`config.mk`:
```
export PLATFORM = sky130hd
export DESIGN_NAME = uart_core_flat
export DESIGN_NICKNAME = d
export VERILOG_FILES = /design/src/rtl/uart_pkg.sv /design/src/rtl/uart_if.sv /design/src/rtl/uart_rx.sv /design/src/rtl/uart_core.sv /design/src/flat_wrapper.sv
export SDC_FILE = /design/constraint.sdc
export NUM_CORES = 1
export LEC_CHECK = 0
export CAP_MARGIN = 20
export CORE_MARGIN = 2
export CORE_UTILIZATION = 60
export DETAILED_ROUTE_END_ITERATION = 7
export PLACE_DENSITY = 0.81
export SYNTH_ARGS = -nofsm -noshare
export SYNTH_HDL_FRONTEND = slang
export SYNTH_HIERARCHICAL = 1
export SYNTH_SLANG_ARGS = --single-unit
```
`constraint.sdc`:
```
create_clock -name clk -period 4.8 [get_ports clk]
set_input_delay 0.96 -clock clk [delete_from_list [all_inputs] [get_ports clk]]
set_output_delay 0.96 -clock clk [all_outputs]
set_load 0.01 [all_outputs]
```
`src/rtl/uart_pkg.sv`:
```
// rtl/uart_pkg.sv - shared FSM states and helpers for the UART TX and RX paths
package uart_pkg;

    // Both FSMs share this encoding; TX never enters WAIT_IDLE.
    typedef enum logic [2:0] {
        IDLE      = 3'd0,
        START     = 3'd1,
        DATA      = 3'd2,
        PARITY    = 3'd3,
        STOP      = 3'd4,
        WAIT_IDLE = 3'd5
    } uart_state_e;

    // Widest supported data field; parity helper works on a zero-extended word.
    localparam int MAX_DATA_BITS = 9;

    // Clocks per bit on the line.
    function automatic int uart_period(input int clk_hz, input int baud);
        return clk_hz / baud;
    endfunction

    // Even parity is the XOR of the data bits; odd parity is its inverse.
    function automatic logic uart_parity(input logic [MAX_DATA_BITS-1:0] data, input logic odd);
        return (^data) ^ odd;
    endfunction

endpackage

```
`src/rtl/uart_if.sv`:
```
// rtl/uart_if.sv - user-side byte streams and error pulses of the UART
interface uart_if #(
    parameter int DATA_BITS = 8
);
    logic [DATA_BITS-1:0] tx_data;
    logic                 tx_valid;
    logic                 tx_ready;
    logic [DATA_BITS-1:0] rx_data;
    logic                 rx_valid;
    logic                 rx_ready;
    logic                 rx_frame_err;
    logic                 rx_parity_err;
    logic                 rx_overrun;

    // User logic side.
    modport master (
        output tx_data, tx_valid, rx_ready,
        input  tx_ready, rx_data, rx_valid, rx_frame_err, rx_parity_err, rx_overrun
    );

    // UART core side.
    modport slave (
        input  tx_data, tx_valid, rx_ready,
        output tx_ready, rx_data, rx_valid, rx_frame_err, rx_parity_err, rx_overrun
    );
endinterface

```
`src/rtl/uart_rx.sv`:
```
// rtl/uart_rx.sv - RX synchroniser, deframing FSM and output register (parity via UART_PARITY_EN)
module uart_rx
    import uart_pkg::*;
#(
    parameter int CLOCK_FREQ_HZ = 12000000,
    parameter int BAUD_RATE     = 9600,
    parameter int DATA_BITS     = 8,
    parameter int PARITY_ODD    = 0
) (
    input  logic                 clk,
    input  logic                 rst,
    input  logic                 rx,
    output logic [DATA_BITS-1:0] rx_data,
    output logic                 rx_valid,
    input  logic                 rx_ready,
    output logic                 rx_frame_err,
    output logic                 rx_parity_err,
    output logic                 rx_overrun
);
    localparam int PERIOD = uart_period(CLOCK_FREQ_HZ, BAUD_RATE);
    localparam int CW     = $clog2(PERIOD) + 1;

    logic                 rx_meta;
    logic                 rx_s;
    uart_state_e          state_q, state_d;
    logic [CW-1:0]        cnt_q, cnt_d;
    logic [3:0]           bit_idx_q, bit_idx_d;
    logic [DATA_BITS-1:0] shift_q, shift_d;
    logic                 sample;
    logic                 deliver;
    logic                 frame_err_d;
    logic                 parity_err_d;
    logic [DATA_BITS-1:0] data_q;
    logic                 valid_q;
    logic                 frame_err_q;
    logic                 overrun_q;
`ifdef UART_PARITY_EN
    logic                 par_bad_q, par_bad_d;
    logic                 parity_err_q;
`endif

    // The counter reaches PERIOD-1 exactly at mid-bit once START has re-phased it.
    assign sample = (cnt_q == CW'(PERIOD - 1));

    // Two-flop synchroniser; idles high so reset never looks like a start bit.
    always_ff @(posedge clk or posedge rst) begin
        if (rst) begin
            rx_meta <= 1'b1;
            rx_s    <= 1'b1;
        end else begin
            rx_meta <= rx;
            rx_s    <= rx_meta;
        end
    end

    // RX FSM state register.
    always_ff @(posedge clk or posedge rst) begin
        if (rst) begin
            state_q   <= IDLE;
            cnt_q     <= '0;
            bit_idx_q <= '0;
            shift_q   <= '0;
`ifdef UART_PARITY_EN
            par_bad_q <= 1'b0;
`endif
        end else begin
            state_q   <= state_d;
            cnt_q     <= cnt_d;
            bit_idx_q <= bit_idx_d;
            shift_q   <= shift_d;
`ifdef UART_PARITY_EN
            par_bad_q <= par_bad_d;
`endif
        end
    end

    // RX next-state: mid-bit sampling, stop check and error classification.
    always_comb begin
        state_d      = state_q;
        cnt_d        = sample ? '0 : cnt_q + CW'(1);
        bit_idx_d    = bit_idx_q;
        shift_d      = shift_q;
        deliver      = 1'b0;
        frame_err_d  = 1'b0;
        parity_err_d = 1'b0;
`ifdef UART_PARITY_EN
        par_bad_d    = par_bad_q;
`endif
        case (state_q)
            IDLE: begin
                cnt_d = cnt_q;
                if (!rx_s) begin
                    state_d = START;
                    cnt_d   = CW'(PERIOD - PERIOD / 2);
`ifdef UART_PARITY_EN
                    par_bad_d = 1'b0;
`endif
                end
            end
            START: begin
                if (sample) begin
                    state_d   = rx_s ? IDLE : DATA;
                    bit_idx_d = '0;
                end
            end
            DATA: begin
                if (sample) begin
                    shift_d = {rx_s, shift_q[DATA_BITS-1:1]};
                    if (bit_idx_q == 4'(DATA_BITS - 1)) begin
`ifdef UART_PARITY_EN
                        state_d = PARITY;
`else
                        state_d = STOP;
`endif
                    end else begin
                        bit_idx_d = bit_idx_q + 4'd1;
                    end
                end
            end
`ifdef UART_PARITY_EN
            PARITY: begin
                if (sample) begin
                    par_bad_d = rx_s != uart_parity(MAX_DATA_BITS'(shift_q), 1'(PARITY_ODD));
                    state_d   = STOP;
                end
            end
`endif
            STOP: begin
                if (sample) begin
                    if (!rx_s) begin
                        frame_err_d = 1'b1;
                        state_d     = WAIT_IDLE;
                    end
`ifdef UART_PARITY_EN
                    else if (par_bad_q) begin
                        parity_err_d = 1'b1;
                        state_d      = IDLE;
                    end
`endif
                    else begin
                        deliver = 1'b1;
                        state_d = IDLE;
                    end
                end
            end
            WAIT_IDLE: begin
                cnt_d = cnt_q;
                if (rx_s) begin
                    state_d = IDLE;
                end
            end
            default: begin
                state_d = IDLE;
                cnt_d   = '0;
            end
        endcase
    end

    // Output holding register: keep an unaccepted byte, flag overrun on a new one.
    always_ff @(posedge clk or posedge rst) begin
        if (rst) begin
            data_q      <= '0;
            valid_q     <= 1'b0;
            frame_err_q <= 1'b0;
            overrun_q   <= 1'b0;
        end else begin
            frame_err_q <= frame_err_d;
            overrun_q   <= 1'b0;
            if (deliver) begin
                if (valid_q && !rx_ready) begin
                    overrun_q <= 1'b1;
                end else begin
                    data_q  <= shift_q;
                    valid_q <= 1'b1;
                end
            end else if (valid_q && rx_ready) begin
                valid_q <= 1'b0;
            end
        end
    end

`ifdef UART_PARITY_EN
    // Parity error pulse lines up with the other error pulses.
    always_ff @(posedge clk or posedge rst) begin
        if (rst) begin
            parity_err_q <= 1'b0;
        end else begin
            parity_err_q <= parity_err_d;
        end
    end
    assign rx_parity_err = parity_err_q;
`else
    assign rx_parity_err = 1'b0;
`endif

    assign rx_data      = data_q;
    assign rx_valid     = valid_q;
    assign rx_frame_err = frame_err_q;
    assign rx_overrun   = overrun_q;

endmodule

```
`src/rtl/uart_core.sv`:
```
// rtl/uart_core.sv - full-duplex UART top: inline TX serialiser plus uart_rx (parity via UART_PARITY_EN)
module uart_core
    import uart_pkg::*;
#(
    parameter int CLOCK_FREQ_HZ = 12000000,
    parameter int BAUD_RATE     = 9600,
    parameter int DATA_BITS     = 8,
    parameter int STOP_BITS     = 1,
    parameter int PARITY_ODD    = 0
) (
    input  logic  clk,
    input  logic  rst,
    input  logic  rx,
    output logic  tx,
    uart_if.slave bus
);
    localparam int PERIOD = uart_period(CLOCK_FREQ_HZ, BAUD_RATE);
    localparam int CW     = $clog2(PERIOD) + 1;

    uart_state_e          tx_state_q, tx_state_d;
    logic [CW-1:0]        tx_cnt_q, tx_cnt_d;
    logic [3:0]           tx_bit_q, tx_bit_d;
    logic [DATA_BITS-1:0] tx_shift_q, tx_shift_d;
    logic                 tx_q, tx_d;
    logic                 tx_bit_end;
    logic                 tx_last_stop;
    logic                 tx_accept;
`ifdef UART_PARITY_EN
    logic                 tx_par_q, tx_par_d;
`endif

    assign tx_bit_end   = (tx_cnt_q == CW'(PERIOD - 1));
    // Ready in the final cycle of the last stop bit lets frames run back-to-back.
    assign tx_last_stop = (tx_state_q == STOP) && (tx_bit_q == 4'(STOP_BITS - 1)) && tx_bit_end;
    assign bus.tx_ready = (tx_state_q == IDLE) || tx_last_stop;
    assign tx_accept    = bus.tx_valid && bus.tx_ready;
    assign tx           = tx_q;

    // TX FSM state register; async reset drives the line back to idle at once.
    always_ff @(posedge clk or posedge rst) begin
        if (rst) begin
            tx_state_q <= IDLE;
            tx_cnt_q   <= '0;
            tx_bit_q   <= '0;
            tx_shift_q <= '0;
            tx_q       <= 1'b1;
`ifdef UART_PARITY_EN
            tx_par_q   <= 1'b0;
`endif
        end else begin
            tx_state_q <= tx_state_d;
            tx_cnt_q   <= tx_cnt_d;
            tx_bit_q   <= tx_bit_d;
            tx_shift_q <= tx_shift_d;
            tx_q       <= tx_d;
`ifdef UART_PARITY_EN
            tx_par_q   <= tx_par_d;
`endif
        end
    end

    // TX next-state: tx_d is the line level for the cycle after this edge.
    always_comb begin
        tx_state_d = tx_state_q;
        tx_cnt_d   = tx_bit_end ? '0 : tx_cnt_q + CW'(1);
        tx_bit_d   = tx_bit_q;
        tx_shift_d = tx_shift_q;
        tx_d       = tx_q;
`ifdef UART_PARITY_EN
        tx_par_d   = tx_par_q;
`endif
        case (tx_state_q)
            IDLE: begin
                tx_cnt_d = '0;
                tx_d     = 1'b1;
                if (tx_accept) begin
                    tx_state_d = START;
                    tx_shift_d = bus.tx_data;
                    tx_d       = 1'b0;
`ifdef UART_PARITY_EN
                    tx_par_d   = uart_parity(MAX_DATA_BITS'(bus.tx_data), 1'(PARITY_ODD));
`endif
                end
            end
            START: begin
                if (tx_bit_end) begin
                    tx_state_d = DATA;
                    tx_bit_d   = '0;
                    tx_d       = tx_shift_q[0];
                end
            end
            DATA: begin
                if (tx_bit_end) begin
                    if (tx_bit_q == 4'(DATA_BITS - 1)) begin
`ifdef UART_PARITY_EN
                        tx_state_d = PARITY;
                        tx_d       = tx_par_q;
`else
                        tx_state_d = STOP;
                        tx_d       = 1'b1;
`endif
                        tx_bit_d   = '0;
                    end else begin
                        tx_bit_d   = tx_bit_q + 4'd1;
                        tx_shift_d = tx_shift_q >> 1;
                        tx_d       = tx_shift_q[1];
                    end
                end
            end
`ifdef UART_PARITY_EN
            PARITY: begin
                if (tx_bit_end) begin
                    tx_state_d = STOP;
                    tx_bit_d   = '0;
                    tx_d       = 1'b1;
                end
            end
`endif
            STOP: begin
                if (tx_bit_end) begin
                    tx_bit_d = '0;
                    if (tx_bit_q != 4'(STOP_BITS - 1)) begin
                        tx_bit_d = tx_bit_q + 4'd1;
                    end else if (tx_accept) begin
                        tx_state_d = START;
                        tx_shift_d = bus.tx_data;
                        tx_d       = 1'b0;
`ifdef UART_PARITY_EN
                        tx_par_d   = uart_parity(MAX_DATA_BITS'(bus.tx_data), 1'(PARITY_ODD));
`endif
                    end else begin
                        tx_state_d = IDLE;
                        tx_d       = 1'b1;
                    end
                end
            end
            default: begin
                tx_state_d = IDLE;
                tx_cnt_d   = '0;
                tx_d       = 1'b1;
            end
        endcase
    end

    uart_rx #(
        .CLOCK_FREQ_HZ (CLOCK_FREQ_HZ),
        .BAUD_RATE     (BAUD_RATE),
        .DATA_BITS     (DATA_BITS),
        .PARITY_ODD    (PARITY_ODD)
    ) u_rx (
        .clk           (clk),
        .rst           (rst),
        .rx            (rx),
        .rx_data       (bus.rx_data),
        .rx_valid      (bus.rx_valid),
        .rx_ready      (bus.rx_ready),
        .rx_frame_err  (bus.rx_frame_err),
        .rx_parity_err (bus.rx_parity_err),
        .rx_overrun    (bus.rx_overrun)
    );

endmodule

```
`src/flat_wrapper.sv`:
```
// flat-port wrapper written by rule: the top's interface ports become plain ports
module uart_core_flat import uart_pkg::*;
#(
    parameter int CLOCK_FREQ_HZ = 12000000,
    parameter int BAUD_RATE     = 9600,
    parameter int DATA_BITS     = 8,
    parameter int STOP_BITS     = 1,
    parameter int PARITY_ODD    = 0
)
  (clk, rst, rx, tx, bus_tx_data, bus_tx_valid, bus_rx_ready, bus_tx_ready, bus_rx_data, bus_rx_valid, bus_rx_frame_err, bus_rx_parity_err, bus_rx_overrun);
  uart_if #(.DATA_BITS(DATA_BITS)) bus_i ();
  input  logic clk;
  input  logic rst;
  input  logic rx;
  output logic tx;
  input wire logic [$bits(bus_i.tx_data)-1:0] bus_tx_data;
  input wire logic [$bits(bus_i.tx_valid)-1:0] bus_tx_valid;
  input wire logic [$bits(bus_i.rx_ready)-1:0] bus_rx_ready;
  output wire logic [$bits(bus_i.tx_ready)-1:0] bus_tx_ready;
  output wire logic [$bits(bus_i.rx_data)-1:0] bus_rx_data;
  output wire logic [$bits(bus_i.rx_valid)-1:0] bus_rx_valid;
  output wire logic [$bits(bus_i.rx_frame_err)-1:0] bus_rx_frame_err;
  output wire logic [$bits(bus_i.rx_parity_err)-1:0] bus_rx_parity_err;
  output wire logic [$bits(bus_i.rx_overrun)-1:0] bus_rx_overrun;
  assign bus_i.tx_data = bus_tx_data;
  assign bus_i.tx_valid = bus_tx_valid;
  assign bus_i.rx_ready = bus_rx_ready;
  assign bus_tx_ready = bus_i.tx_ready;
  assign bus_rx_data = bus_i.rx_data;
  assign bus_rx_valid = bus_i.rx_valid;
  assign bus_rx_frame_err = bus_i.rx_frame_err;
  assign bus_rx_parity_err = bus_i.rx_parity_err;
  assign bus_rx_overrun = bus_i.rx_overrun;
  uart_core #(.CLOCK_FREQ_HZ(CLOCK_FREQ_HZ), .BAUD_RATE(BAUD_RATE), .DATA_BITS(DATA_BITS), .STOP_BITS(STOP_BITS), .PARITY_ODD(PARITY_ODD)) u_core (.clk(clk), .rst(rst), .rx(rx), .tx(tx), .bus(bus_i));
endmodule
```
==> metrics.md, run 1 <==
| Metric | Value |
|---|---|
| Largest net degree at the start of global routing | `roughly 40` |
| R2r startpoint | `u_core/u_rx/cnt_q[2]` |
| H-tree Lvls | `3` |
| DR vias | `2667` |
| RSZ-0062 raised after global routing | `no` |
| LEAKAGE | `1.85 nW` |
| Sequential area share after synthesis | `46.2%` |
| Fraction of layout cells with a size suffix above 1 | `between 10% and 20%` |
| Slowest CP cell | `clkdlybuf4s50_1` |
| Hold Path End | `u_core/u_rx/rx_s` |
| Syn Inst Count | `342` |
| VDD IR max | `0.000234 V` |
| Finished Core Util | `71.2%` |
| Total routed wirelength | `around 7.4 mm` |
| Hold_buf cts | `0` |
| GRT Overall Usage | `approximately a quarter` |
| Unique masters post-synth | `72` |
| Clock transition at path regs | `70 ps` |
| # diodes | `0` |
| Period Utilization, post-route | `68.2%` |
| Fmax | `approximately 300 MHz` |
| Final Max Tran Viols | `0` |
| Full die area | `6800 um2` |
| Vias in the first global route | `2780` |
| Internal reg-to-reg setup slack | `2270 ps` |
| Post-synth net total | `362` |
| Hold Crit Class | `register to register` |
| Dpl cell area | `about 3900 um2` |
| Avg Cell Area, Syn | `10.8 um2` |
| Setup Fix Bufs, Post-CTS | `0` |
| Async set-reset flop share out of synthesis | `100%` |
| Worst Path Required | `3840 ps` |
| Gates resized, CTS repair | `0` |
| # port buffers | `25` |
| Overflow after GRT | `0` |
| Critical path launch point type | `register` |
| Die width | `slightly above 80 um` |
| Cell Chain, Critical Path | `inv_1 -> ha_1 -> nor4bb_4 -> nand3_2 -> o21ai_1 -> clkdlybuf4s50_1` |
| Reg2Reg Capture Point | `u_core/u_rx/rx_data[5]` |
| Skew-Pair Late Insertion Delay | `~340 ps` |
| GP Congestion | `0.908` |
| Smallest hold slack | `359 ps` |
| Vias per cell | `6.03` |
| DP Wirelength | `5.00 mm` |
| Area Growth Syn to Fin | `14.1%` |
| Final setup fails | `0` |
| Final Hold Fails | `0` |
| FP Rows | `28` |
| Final nets | `about 380` |
| Rel. slew slack | `58.6%` |
| DR iter-0 viols | `140` |
| Post-route setup slack | `1530 ps` |
| Global-route wire length before repair | `between 10 and 15 mm` |
| Starting Density | `between 60 and 70%` |
| DIE HEIGHT | `82.4 um` |
| Post-Syn Area | `3690 um2` |
| TritonCTS Buffers | `9` |
| Setup TNS | `0 ps` |
| Post-route ant nets | `0` |
| Initial antenna violation count | `0` |
| TritonCTS clock tree | `built` |
| Hold Crit Depth | `0` |
| Status | `finished clean` |
| Routed WL per cell | `16.6 um` |
| Skew final | `6.68 ps` |
| Most common cell after layout, fill and taps aside | `dfrtp_1` |
| Most used DFF post-synth | `dfrtp_1` |
| Min Tclk post-route | `~3300 ps` |
| Io pins | `27` |
| Setup Crit Path Kind | `register to output port` |
| Yosys warning count | `6` |
| Most frequent cells in the layout | `65 x dfrtp_1, 25 x clkdlybuf4s50_1, 25 x mux2_2, 25 x nor2_1, 22 x nand2_1` |
| PD cells | `410 nW/um2` |
| CP max stage delay | `570 ps` |
| Final cell count without fillers | `442` |
| EDFF count, synth | `0` |
| Hold_sp | `u_core/u_rx/rx_meta` |
| Drt drc | `0` |
| Synth Register Bits | `68` |
| Least-Margin Pin Slew | `just over 600 ps` |
| CP Capture Type | `output port` |
| R2r worst-path depth | `4` |
| Clock Sinks | `68` |
| TritonRoute pass-1 iters | `4` |
| Placed Cells | `426` |
| Post-placement setup slack | `between 1500 and 2000 ps` |
| Maxcap violations | `0` |
| Core ar. | `between 5000 and 6000 um2` |
| Post-route cell area | `4210 um2` |
| CTS Buffer Depth | `2` |
| Fillcell total | `about 430` |
| PnR Total Power | `1.73 mW` |
| Critical Path Fanout Max | `6` |
| Critical path arrival | `2310 ps` |
| Root Buffer | `clkbuf_8` |
==> cells in the mapped netlist, types with 3 or more instances <==
library cell  number  area [um2]
a21oi_1           10        50.1
a31oi_1            8        50.1
a32o_1             3        30.0
and2_1             4        25.0
and3_1             7        43.8
and3b_1            3        26.3
buf_2              7        35.0
buf_4              4        30.0
clkbuf_1           4        15.0
dfrtp_1           65        1630
dfstp_2            3        78.8
ha_1               7        87.6
inv_1             16        60.1
mux2_2            25         282
mux2_4             7         105
nand2_1           22        82.6
nand3_1           15        75.1
nand3b_1           3        22.5
nand4_1            5        31.3
nor2_1            25        93.8
nor3_1             6        30.0
o21ai_0           11        55.1
o31ai_1            3        22.5
o41ai_1            3        26.3
or3_1              4        25.0
xnor2_1            8        70.1
xor2_1             7        61.3
==> flip-flops by register name, indices dropped and copies added (netlist names) <==
name / flops
u_core/u_rx/bit_idx_q: 4
u_core/u_rx/rx_meta: 1
u_core/u_rx/rx_overrun: 1
u_core/tx: 1
u_core/u_rx/rx_data: 8
u_core/u_rx/state_q: 3
u_core/u_rx/shift_q: 8
u_core/tx_bit_q: 4
u_core/u_rx/rx_s: 1
u_core/u_rx/cnt_q: 12
u_core/tx_state_q: 3
u_core/tx_cnt_q: 12
u_core/tx_shift_q: 8
u_core/u_rx/rx_valid: 1
u_core/u_rx/rx_frame_err: 1
==> metal layers <==
metal,wire (um),global-route usage (%),vias to the layer above
met5,0,0,-
met4,123,12.7,0
met3,254,4.35,12
met2,3790,42.6,43
met1,3180,27.9,1332
li1,-,-,1280
==> area by class of cell <==
class	count	area, um2	area share [%]
Inverter	16	60.1	1.43
Clock buffer	9	124	2.94
Sequential cell	68	1710	40.5
Tap cell	75	93.8	2.23
Timing Repair Buffer	27	285	6.77
Clock inverter	6	114	2.70
Multi-Input combinational cell	241	1830	43.5
==> critical path, delay by kind of cell, from the launching register on <==
family	cells	cell delay (ps)
compound gates	1	260
fa+ha+maj	1	130
buf+inv	2	640
flops	1	400
simple gates	2	530
==> report_power, final <==
part           switching [mW]  internal (mW)  total (mW)
sequential             0.0725          0.640       0.713
combinational           0.221          0.232       0.454
clock                   0.217          0.343       0.560
==> worst max-delay path by stage <==
stage,end,start,cells after the start
4_1_cts,bus_tx_ready,u_core/tx_cnt_q[1],6
2_1_floorplan,bus_tx_ready,u_core/tx_cnt_q[1],5
6_report,bus_tx_ready,u_core/tx_cnt_q[1],6
5_1_grt,bus_tx_ready,u_core/tx_cnt_q[1],6
3_3_place_gp,bus_tx_ready,u_core/tx_cnt_q[1],6
3_5_place_dp,bus_tx_ready,u_core/tx_cnt_q[1],6
==> cell families after synthesis <==
kind of cell / synth area share, %
AOI/OAI and AO/OA: 12.7
buffers and inverters: 4.20
adders and majority gates: 2.37
DFF: 46.2
other: 0.102
muxes: 10.5
xor gates and xnor gates: 3.56
and+or+nand+nor: 20.4
Power figures use the tool's default switching activity.
==> run 2: changes to the inputs <==
CORE_UTILIZATION = 53   (was 60)
PLACE_DENSITY = 0.76   (was 0.81)
clock period = 3 ns   (was 4.8 ns; I/O delays follow)
==> run 2 against run 1 <==
Compared with the run above: routed wire length down 2.4%; critical path depth unchanged; hold slack better by 1.2 ps; combinational power up 60%; core utilization down 9.4 points; total power up 49%; design area down 0.95%; die area up 13%; highest routed layer unchanged.
==> metrics.md, run 2 (synthesis results as in run 1) <==
| Metric | Value |
|---|---|
| Global-route wire length before repair | `12.4 mm (+0.83%)` |
| Drt drc | `0 (unchanged)` |
| PD cells | `615 nW/um2 (+50%)` |
| LEAKAGE | `1.83 nW (-0.81%)` |
| Clock share of power | `27.4% (-5.0 points)` |
| Finished Core Util | `61.8% (-9.4 points)` |
| FP Rows | `30 (+7.1%)` |
| Hold_buf cts | `0 (unchanged)` |
| Skew-Pair Late Insertion Delay | `350 ps (about the same)` |
| Final setup fails | `0 (unchanged)` |
| Root Buffer | `clkbuf_8` |
| Die width | `87.5 um (+6.1%)` |
| Worst Path Required | `2400 ps (-1440 ps)` |
| DIE HEIGHT | `87.5 um (+6.1%)` |
| Min Tclk post-route | `2830 ps` |
| Period Utilization, post-route | `94.2%` |
| Overflow after GRT | `0 (unchanged)` |
| GP Congestion | `0.859 (-5.4%)` |
| Seq pwr share | `44.2% (+2.9 points)` |
| Final Max Tran Viols | `0 (unchanged)` |
| Maxcap violations | `0 (unchanged)` |
| Critical path arrival | `2230 ps (-80 ps)` |
| Most frequent cells in the layout | `65 x dfrtp_1, 25 x clkdlybuf4s50_1, 25 x mux2_2, 25 x nor2_1, 22 x nand2_1` |
| Switching share of total power | `32.6% (+3.0 points)` |
| CTS Buffer Depth | `2 (unchanged)` |
| Least-Margin Pin Slew | `620 ps (-1.71 ps)` |
| Internal power | `1.73 mW (+42%)` |
| Core ar. | `6760 um2 (+14%)` |
| Fraction of layout cells with a size suffix above 1 | `20.8% (+0.92 points)` |
| RSZ-0062 raised after global routing | `no` |
| Final Hold Fails | `0 (unchanged)` |
| Hold Crit Class | `register to register` |
| Largest net degree at the start of global routing | `41 (unchanged)` |
| GRT Overall Usage | `20.7% (-3.5 points)` |
| Fillcell total | `533 (+25%)` |
| Routed WL per cell | `15.9 um (-4.1%)` |
| Post-route cell area | `4170 um2 (-0.95%)` |
| DP Wirelength | `4.79 mm (-4.1%)` |
| Most common cell after layout, fill and taps aside | `dfrtp_1` |
| Skew final | `14.4 ps (+7.73 ps)` |
| Post-route ant nets | `0 (unchanged)` |
| Vias per cell | `5.88 (-2.6%)` |
| Rel. slew slack | `58.7% (+0.11 points)` |
| Setup TNS | `0 ps (unchanged)` |
| Clock Sinks | `68 (unchanged)` |
| Starting Density | `54.6% (-7.7 points)` |
| TritonCTS Buffers | `9 (unchanged)` |
| Area Growth Syn to Fin | `13.0%` |
| Clock transition at path regs | `80 ps (about the same)` |
| Full die area | `7650 um2 (+13%)` |
| # port buffers | `25 (unchanged)` |
| DR vias | `2645 (-0.82%)` |
| TritonCTS clock tree | `built` |
| Initial antenna violation count | `0 (unchanged)` |
| Vias in the first global route | `2712 (-2.4%)` |
| Io pins | `27 (unchanged)` |
| Comb pwr share | `28.3% (+2.0 points)` |
| VDD IR max | `0.000401 V (+71%)` |
| CP Capture Type | `output port` |
| H-tree Lvls | `3 (unchanged)` |
| # diodes | `0 (unchanged)` |
| Fmax | `approximately 350 MHz` |
| Psw | `0.836 mW (+64%)` |
| Status | `finished clean` |
| Final nets | `385 (+0.52%)` |
| Critical path launch point type | `register` |
| Critical Path Fanout Max | `6 (unchanged)` |
| Setup Crit Path Kind | `register to output port` |
| Total routed wirelength | `7.18 mm (-2.4%)` |
| Dpl cell area | `3980 um2 (+0.73%)` |
| DR iter-0 viols | `209 (+49%)` |
| Top flop regs | `u_core/tx_cnt_q x12, u_core/u_rx/cnt_q x12` |
| TritonRoute pass-1 iters | `4 (unchanged)` |
## run 2: power by group through the flow
stage / combinational [mW] / clock (mW) / sequential [mW]
floorplan: 0.643 / 0 / 1.09
global placement: 0.706 / 0 / 1.15
detailed placement: 0.723 / 0 / 1.15
CTS: 0.730 / 0.727 / 1.13
global route: 0.810 / 0.774 / 1.15
finish: 0.728 / 0.704 / 1.14
## run 2: final cells by class
type / count / area [um2] / share of cell area (%)
clock buffers: 10 / 138 / 3.30
well taps: 80 / 100 / 2.40
clock inverters: 6 / 47.5 / 1.14
flip-flops and latches: 68 / 1710 / 40.9
inverters: 16 / 60.1 / 1.44
multi-input cells: 241 / 1840 / 44.2
repair buffers: 29 / 280 / 6.71
## run 2: final timing paths
kind	start	end	slack [ps]	cells past startpoint
setup reg to reg	u_core/u_rx/cnt_q[4]	u_core/u_rx/rx_data[1]	780	4
hold / removal	u_core/u_rx/rx_meta	u_core/u_rx/rx_s	360	0
hold reg to reg	u_core/u_rx/rx_meta	u_core/u_rx/rx_s	360	0
max in group asynchronous	rst	u_core/tx	1750	3
min in group asynchronous	rst	u_core/tx_bit_q[2]	610	2
setup / recovery	u_core/tx_cnt_q[1]	bus_tx_ready	170	6
## run 2: routing by layer
metal  track usage [%]  vias up  share of wire [%]
li1                  -     1275                  -
met3              6.07        7                4.9
met1              26.5     1295                 46
met5                 0        -                  0
met4              6.43        0                1.0
met2              34.0       68                 48
## run 2: stage by stage
stage | hold WS, ps | cells | power, mW | setup WS [ps]
6_report | 360 | 450 | 2.57 | 173
4_1_cts | 360 | 450 | 2.59 | 76.2
2_1_floorplan | 345 | 342 | 1.73 | 1060
3_3_place_gp | 346 | 434 | 1.85 | 511
5_1_grt | 363 | 450 | 2.74 | 24.4
3_5_place_dp | 348 | 434 | 1.87 | 465
## run 2: worst max-delay path, cell delays in order (launching register included)
cell	delay [ps]
dfrtp_1	410
inv_1	70
ha_1	130
nor4bb_4	350
nand3_4	160
o21ai_2	210
clkdlybuf4s50_1	560
## run 2: what timing repair did
item | in CTS | in global routing
endpoints found under the hold margin | 0 | 0
setup endpoints to repair | 0 | 1
buffers inserted | 0 | 0
gates resized for setup | 0 | 2
